File: src/rtl/cpu_sequencer_if.sv
// Purpose : bundles the memory-side inputs and decoder-side outputs of the multicycle sequencer.
// Latency : n/a (signal bundle only).
// Backpressure : waitrequest from memory stalls the sequencer in FETCH and MEM.
// Ports   : master = sequencer side (drives state/instr/strobes/counters),
//           slave  = memory/datapath side (drives waitrequest/readdata/pc_next).
interface cpu_sequencer_if;
   logic        waitrequest;
   logic [31:0] readdata;
   logic [31:0] pc_next;
   logic [2:0]  state;
   logic [31:0] instr;
   logic [5:0]  opcode;
   logic [4:0]  b_code;
   logic [5:0]  function_code;
   logic        pc_en;
   logic        retire;
   logic        active;
   logic [31:0] cycle_count;
   logic [31:0] instr_count;

   modport master (
      input  waitrequest, readdata, pc_next,
      output state, instr, opcode, b_code, function_code,
             pc_en, retire, active, cycle_count, instr_count
   );

   modport slave (
      output waitrequest, readdata, pc_next,
      input  state, instr, opcode, b_code, function_code,
             pc_en, retire, active, cycle_count, instr_count
   );
endinterface

File: src/rtl/cpu_sequencer.sv
// Purpose : MIPS multicycle sequencer: FETCH/EXEC/MEM/HALT state, instruction register, PC strobe, counters.
// Latency : 2 cycles per non-memory instruction, 3 per memory instruction, +1 per waitrequest cycle.
// Backpressure : waitrequest=1 holds FETCH or MEM; ignored in EXEC and HALT.
// Ports   : clk, reset (async active-low), bus (cpu_sequencer_if.master).
module cpu_sequencer #(
   parameter logic [31:0] RESET_IR = 32'h0000_0000
) (
   input  logic               clk,
   input  logic               reset,
   cpu_sequencer_if.master    bus
);

   typedef enum logic [2:0] {
      S_FETCH = 3'd0,
      S_MEM   = 3'd1,
      S_EXEC  = 3'd2,
      S_HALT  = 3'd3
   } state_t;

   state_t      state_q, state_d;
   logic [31:0] instr_q;
   logic [31:0] cycle_count_q;
   logic [31:0] instr_count_q;
   logic        active_q;
   logic        load_ir;
   logic        final_cycle;
   logic        is_mem_op;
   logic [5:0]  op;

   assign op = instr_q[31:26];

   // Loads and stores need the extra MEM cycle.
   always_comb begin
      is_mem_op = 1'b0;
      case (op)
         6'd32, 6'd33, 6'd34, 6'd35, 6'd36,
         6'd37, 6'd38, 6'd40, 6'd41, 6'd43: is_mem_op = 1'b1;
         default:                           is_mem_op = 1'b0;
      endcase
   end

   // Next-state and strobe decode. final_cycle marks the retiring cycle of an
   // instruction; it alone drives pc_en/retire and the HALT/FETCH choice.
   always_comb begin
      state_d     = state_q;
      load_ir     = 1'b0;
      final_cycle = 1'b0;
      case (state_q)
         S_FETCH: begin
            if (!bus.waitrequest) begin
               load_ir = 1'b1;
               state_d = S_EXEC;
            end
         end
         S_EXEC: begin
            if (is_mem_op) begin
               state_d = S_MEM;
            end else begin
               final_cycle = 1'b1;
               state_d     = (bus.pc_next == 32'd0) ? S_HALT : S_FETCH;
            end
         end
         S_MEM: begin
            if (!bus.waitrequest) begin
               final_cycle = 1'b1;
               state_d     = (bus.pc_next == 32'd0) ? S_HALT : S_FETCH;
            end
         end
         S_HALT:  state_d = S_HALT;
         // Encodings 4-7 recover to FETCH on the next edge.
         default: state_d = S_FETCH;
      endcase
   end

   always_ff @(posedge clk or negedge reset) begin
      if (!reset) begin
         state_q       <= S_FETCH;
         instr_q       <= RESET_IR;
         active_q      <= 1'b1;
         cycle_count_q <= 32'd0;
         instr_count_q <= 32'd0;
      end else begin
         state_q  <= state_d;
         // active falls on the edge that enters HALT, one cycle after the halting retire.
         active_q <= (state_d != S_HALT);
         if (load_ir) begin
            instr_q <= bus.readdata;
         end
         // Counters wrap naturally at 2^32.
         if (state_q != S_HALT) begin
            cycle_count_q <= cycle_count_q + 32'd1;
         end
         if (final_cycle) begin
            instr_count_q <= instr_count_q + 32'd1;
         end
      end
   end

   assign bus.state         = state_q;
   assign bus.instr         = instr_q;
   assign bus.opcode        = instr_q[31:26];
   assign bus.b_code        = instr_q[20:16];
   assign bus.function_code = instr_q[5:0];
   assign bus.pc_en         = final_cycle;
   assign bus.retire        = final_cycle;
   assign bus.active        = active_q;
   assign bus.cycle_count   = cycle_count_q;
   assign bus.instr_count   = instr_count_q;

endmodule

File: src/flat_wrapper.sv
// flat-port wrapper written by rule: the top's interface ports become plain ports
module cpu_sequencer_flat 
#(
   parameter logic [31:0] RESET_IR = 32'h0000_0000
)
  (clk, reset, bus_waitrequest, bus_readdata, bus_pc_next, bus_state, bus_instr, bus_opcode, bus_b_code, bus_function_code, bus_pc_en, bus_retire, bus_active, bus_cycle_count, bus_instr_count);
  cpu_sequencer_if bus_i ();
  input  logic clk;
  input  logic reset;
  input wire logic [$bits(bus_i.waitrequest)-1:0] bus_waitrequest;
  input wire logic [$bits(bus_i.readdata)-1:0] bus_readdata;
  input wire logic [$bits(bus_i.pc_next)-1:0] bus_pc_next;
  output wire logic [$bits(bus_i.state)-1:0] bus_state;
  output wire logic [$bits(bus_i.instr)-1:0] bus_instr;
  output wire logic [$bits(bus_i.opcode)-1:0] bus_opcode;
  output wire logic [$bits(bus_i.b_code)-1:0] bus_b_code;
  output wire logic [$bits(bus_i.function_code)-1:0] bus_function_code;
  output wire logic [$bits(bus_i.pc_en)-1:0] bus_pc_en;
  output wire logic [$bits(bus_i.retire)-1:0] bus_retire;
  output wire logic [$bits(bus_i.active)-1:0] bus_active;
  output wire logic [$bits(bus_i.cycle_count)-1:0] bus_cycle_count;
  output wire logic [$bits(bus_i.instr_count)-1:0] bus_instr_count;
  assign bus_i.waitrequest = bus_waitrequest;
  assign bus_i.readdata = bus_readdata;
  assign bus_i.pc_next = bus_pc_next;
  assign bus_state = bus_i.state;
  assign bus_instr = bus_i.instr;
  assign bus_opcode = bus_i.opcode;
  assign bus_b_code = bus_i.b_code;
  assign bus_function_code = bus_i.function_code;
  assign bus_pc_en = bus_i.pc_en;
  assign bus_retire = bus_i.retire;
  assign bus_active = bus_i.active;
  assign bus_cycle_count = bus_i.cycle_count;
  assign bus_instr_count = bus_i.instr_count;
  cpu_sequencer #(.RESET_IR(RESET_IR)) u_core (.clk(clk), .reset(reset), .bus(bus_i));
endmodule
File: config.mk
export PLATFORM = sky130hd
export DESIGN_NAME = cpu_sequencer_flat
export DESIGN_NICKNAME = d
export VERILOG_FILES = /design/src/rtl/cpu_sequencer_if.sv /design/src/rtl/cpu_sequencer.sv /design/src/flat_wrapper.sv
export SDC_FILE = /design/constraint.sdc
export NUM_CORES = 1
export LEC_CHECK = 0
export BUFFER_PORTS_ARGS = -buffer_cell sky130_fd_sc_hd__buf_2
export CAP_MARGIN = 20
export CORE_UTILIZATION = 52
export DETAILED_ROUTE_END_ITERATION = 7
export GPL_ROUTABILITY_DRIVEN = 0
export PLACE_DENSITY = 0.85
export SLEW_MARGIN = 25
export SYNTH_ARGS = -nofsm -noshare
export SYNTH_HDL_FRONTEND = slang
export SYNTH_SLANG_ARGS = --single-unit
File: constraint.sdc
create_clock -name clk -period 4.7 [get_ports clk]
set_input_delay 0.235 -clock clk [delete_from_list [all_inputs] [get_ports clk]]
set_output_delay 0.235 -clock clk [all_outputs]
set_load 0.05 [all_outputs]
==> flow_results.org <==
** Outcome
- The flow ran to the end, and the final reports show no timing, DRC or antenna violations.

** Routing
- Drt pass-1 iters :: 4
- DRT iter0 DRCs :: ~140
- DRT antenna net count :: 0
- Average wire length per cell after detail routing :: 15.8 um
- After detailed routing, the number of remaining DRC violations is 0.
- Detailed routing inserted a total of 3524 vias.
- Summed over all layers, the routed wires come to between 10000 and 15000 um.
- Vias per cell :: around 5.3

** STA
- The number of slew-limit violations in the final report was 0.
- Setup violations remaining at the end of the flow were counted as 0.
- The clock period could shrink to approximately 2.8 ns.
- At the pin with the least slew margin, the transition time is ~0.64 ns.
- Setup repair after global routing left no endpoint under its margin.
- Number of hold violations in the final report :: 0
- Maximum clock rate :: ~350 MHz
- Max-Slew Margin vs Limit :: a little under three fifths
- Final Skew :: approximately 0.016 ns
- Adding up every negative setup slack in the final design gives 0 ns.
- Period Utilization, post-route :: between 60 and 70%

** Hold path
- The worst hold path belongs to the class primary input to flop.
- Startpoint of the lowest-slack hold path :: bus_readdata[7]
- The worst hold path terminates at u_core.bus.instr[7].
- Hold path cells :: 2

** Pwr
- Power density cells :: ~440 nW/um^2
- Switching power of the nets :: ~0.0011 W
- Per report_power, the clock group accounts for between 20% and 30% of the total.
- Highest ir drop seen on vdd :: about 0.00024 V
- The internal power of the cells totals roughly 0.0014 W.
- Flop pwr share :: a little over two fifths
- Lkg Pwr :: ~2.8 nW
- Combinational group share of total power :: between 30% and 40%
- Of the total power, the share spent switching nets is between 40 and 50%.

** Floorplanning
- Initial Util :: a little over half
- Floorplan row count :: 33
- The region available for standard cell placement spans 8340 um^2.
- I/O Pins :: about 190
- Die width :: 95.5 um
- Overall die area :: just over 9000 um^2
- Chip Height :: 95.5 um

** Setup path
- Crit Path Max Fanout :: 25
- Register-to-register setup slack :: ~2.3 ns
- Kind of launch point of the worst setup path :: flop
- The endpoint identified for the worst register-to-register timing path is u_core.bus.instr_count[6].
- By startpoint and endpoint, the worst setup path is classified as flop to output pin.
- At the worst endpoint, the arrival time is roughly 2.6 ns.
- Origin of the critical flop-to-flop path :: u_core.bus.instr[26]
- At the worst endpoint, the required time is between 4 and 5 ns.
- The worst setup path is captured at an output pin.
- For the worst flop-to-flop path, the logic depth is 6.

** Logic synthesis
- Sequential elements use 55.0% of the synthesized area.
- Counting flops with a built-in enable in the synthesized netlist gives 0.
- Averaged over all synthesized cells, the footprint is approximately 12 um^2.
- Yosys top cell area share :: between 50 and 60%
- Netlist cell types :: 38
- Counting flops and latches in the post-synthesis netlist gives 100.
- Counting every net in the synthesized netlist gives 450.
- Summed over all instances, the cell type with the most area after synthesis is sky130_fd_sc_hd__dfrtp_1.
- During synthesis, Yosys emitted a total of 0 warnings.
- Cell types occupying the most area after synthesis :: sky130_fd_sc_hd__dfrtp_1 (54%), sky130_fd_sc_hd__xnor2_1 (8.7%), sky130_fd_sc_hd__mux2_2 (8.4%), sky130_fd_sc_hd__nand4_1 (3.9%), sky130_fd_sc_hd__xor2_1 (3.3%)
- In this run the cell area of the synthesized design comes to around 4500 um^2.
- Post-Syn Instances :: around 380
- The most used flip-flop cell after synthesis is sky130_fd_sc_hd__dfrtp_1.
- Counting flops with an async set or reset pin after synthesis yields a share of 100%.

** Global route
- Entering global routing, the biggest net connects 54 pins.
- Wire length of the first global-routing pass :: 16300 um
- For this run the aggregate overflow at the end of global routing stands at 0.
- The via count of the first global-routing pass is 3317.
- The initial antenna violation count was 0.
- Total global-route track usage :: 23.4%

** Clock tree
- The number of clock buffers added by TritonCTS is 9.
- Number of gates given a new drive strength after cts :: 0
- TritonCTS clock tree :: done
- Maximum root-to-sink buffer count :: 2
- Clk sink count :: 100
- The cell sitting at the root of the clock tree is a sky130_fd_sc_hd__clkbuf_8.
- The clock reaches the later pin of the worst-skew pair after between 0.3 and 0.4 ns.
- The H-tree generated during clock tree synthesis spans 3 levels.
- After clock tree synthesis, the clock-pin slew on the worst setup and hold paths is approximately 0.11 ns.

** Cells and area
- Layout cells sized above 1 :: between 40% and 50%
- Post-route core utilization :: between 60% and 70%
- Diode count :: 0
- At the end of the flow, the number of nets in the layout was around 620.
- Compared with the post-synthesis result, the final layout area differs by 24.6%.

** Placement
- Port Buffers :: approximately 190
- Detailed Place HPWL :: between 7000 and 8000 um

** Flow run
- The tool flagged a number of max-cap violations equal to 0.
layout by cell type, fill, tap and decap left out, drive strengths merged, types with 2 or more instances in the layout:
cell    instances
buf           187
dfrtp          99
xnor2          45
mux2           34
nand4          30
nand2          26
nand3          24
xor2           17
nor2           14
and3           14
nor4           14
nor3            9
clkbuf          9
inv             8
nand2b          3
nor3b           3
and2            2
ha              2
registers in the layout, indices dropped and copies added, names as in the netlist:
register,count
u_core.bus.state,3
u_core.bus.instr,32
u_core.bus.instr_count,32
u_core.bus.active,1
u_core.bus.cycle_count,32
stage by stage:
step | instance area [um^2] | hold slack (ns) | power [W] | worst slack [ns] | cells
2_1_floorplan | 4550 | -0.0606 | 0.00175 | 2.40 | 381
3_3_place_gp | 5450 | 0.299 | 0.00193 | 2.37 | 645
3_5_place_dp | 5450 | 0.307 | 0.00196 | 2.29 | 645
4_1_cts | 5670 | 0.0853 | 0.00252 | 1.89 | 662
5_1_grt | 5670 | 0.0758 | 0.00261 | 1.72 | 662
6_report | 5670 | 0.0970 | 0.00250 | 1.87 | 662
critical path, stage by stage (launching register included):
cell,delay [ns]
sky130_fd_sc_hd__dfrtp_1,0.39
sky130_fd_sc_hd__mux2_2,0.36
sky130_fd_sc_hd__a221oi_2,0.36
sky130_fd_sc_hd__o32a_1,0.51
sky130_fd_sc_hd__inv_2,0.31
sky130_fd_sc_hd__buf_2,0.31
synthesized netlist by cell type, types with 2 or more instances:
master,instances
sky130_fd_sc_hd__buf_2,7
sky130_fd_sc_hd__buf_4,18
sky130_fd_sc_hd__nor4_1,10
sky130_fd_sc_hd__nor3b_1,2
sky130_fd_sc_hd__and2_1,2
sky130_fd_sc_hd__dfrtp_1,99
sky130_fd_sc_hd__nand2_1,26
sky130_fd_sc_hd__nand3_1,24
sky130_fd_sc_hd__nand4_2,2
sky130_fd_sc_hd__nor4_2,2
sky130_fd_sc_hd__inv_1,3
sky130_fd_sc_hd__clkbuf_1,3
sky130_fd_sc_hd__nor4_4,2
sky130_fd_sc_hd__nand4_1,28
sky130_fd_sc_hd__ha_1,2
sky130_fd_sc_hd__mux2_2,34
sky130_fd_sc_hd__nand2b_1,3
sky130_fd_sc_hd__nor2_1,14
sky130_fd_sc_hd__and3_1,13
sky130_fd_sc_hd__xnor2_1,45
sky130_fd_sc_hd__nor3_1,9
sky130_fd_sc_hd__xor2_1,17
metal layers:
| metal | share of wire (%) | up-vias | GRT usage, % |
|---|---|---|---|
| met5 | 0 | - | 0 |
| met4 | 1.4 | 0 | 7.84 |
| met3 | 6.3 | 14 | 5.82 |
| met2 | 51 | 137 | 39.7 |
| met1 | 41 | 1709 | 29.2 |
| li1 | - | 1664 | - |
final cells by class:
cell class,instances,area [um^2]
timing repair buffer,188,953
fill,684,2670
clock inverter,7,81.3
sequential,100,2500
clock buffer,9,124
multi-input combinational,249,1860
tap,105,131
inverter,4,15.0
cells by family (layout without fill, tap and decap cells):
family | Yosys count | count (layout) | synth area share (%)
xor+xnor | 62 | 62 | 11.9
flops | 100 | 100 | 55.0
simple gates | 143 | 143 | 18.3
other cells | 1 | 1 | 0.0824
compound gates | 7 | 7 | 1.32
mux | 34 | 34 | 8.42
fa+ha+maj | 2 | 2 | 0.550
buf+inv | 32 | 208 | 4.32
worst max-delay path by stage:
stage | from | endpoint | slack [ns] | cells after the start
2_1_floorplan | u_core.bus.instr[26] | bus_retire | 2.40 | 6
3_3_place_gp | u_core.bus.instr[26] | bus_retire | 2.37 | 5
3_5_place_dp | u_core.bus.instr[26] | bus_retire | 2.29 | 5
4_1_cts | u_core.bus.instr[26] | bus_retire | 1.89 | 5
5_1_grt | u_core.bus.instr[26] | bus_retire | 1.72 | 5
6_report | u_core.bus.instr[26] | bus_retire | 1.87 | 5
power by group through the flow:
stage	combinational (W)	clock (W)	sequential (W)
floorplan	0.000337	0	0.00142
global placement	0.000864	0	0.00107
detailed placement	0.000877	0	0.00108
CTS	0.000879	0.000575	0.00106
global route	0.000923	0.000610	0.00108
finish	0.000874	0.000563	0.00106
timing repair:
item / CTS / global route
hold endpoints to repair: 51 / 0
setup buffers: 0 / 0
hold buffers: 1 / 0
Note: power is estimated with default switching activity, not from simulation.
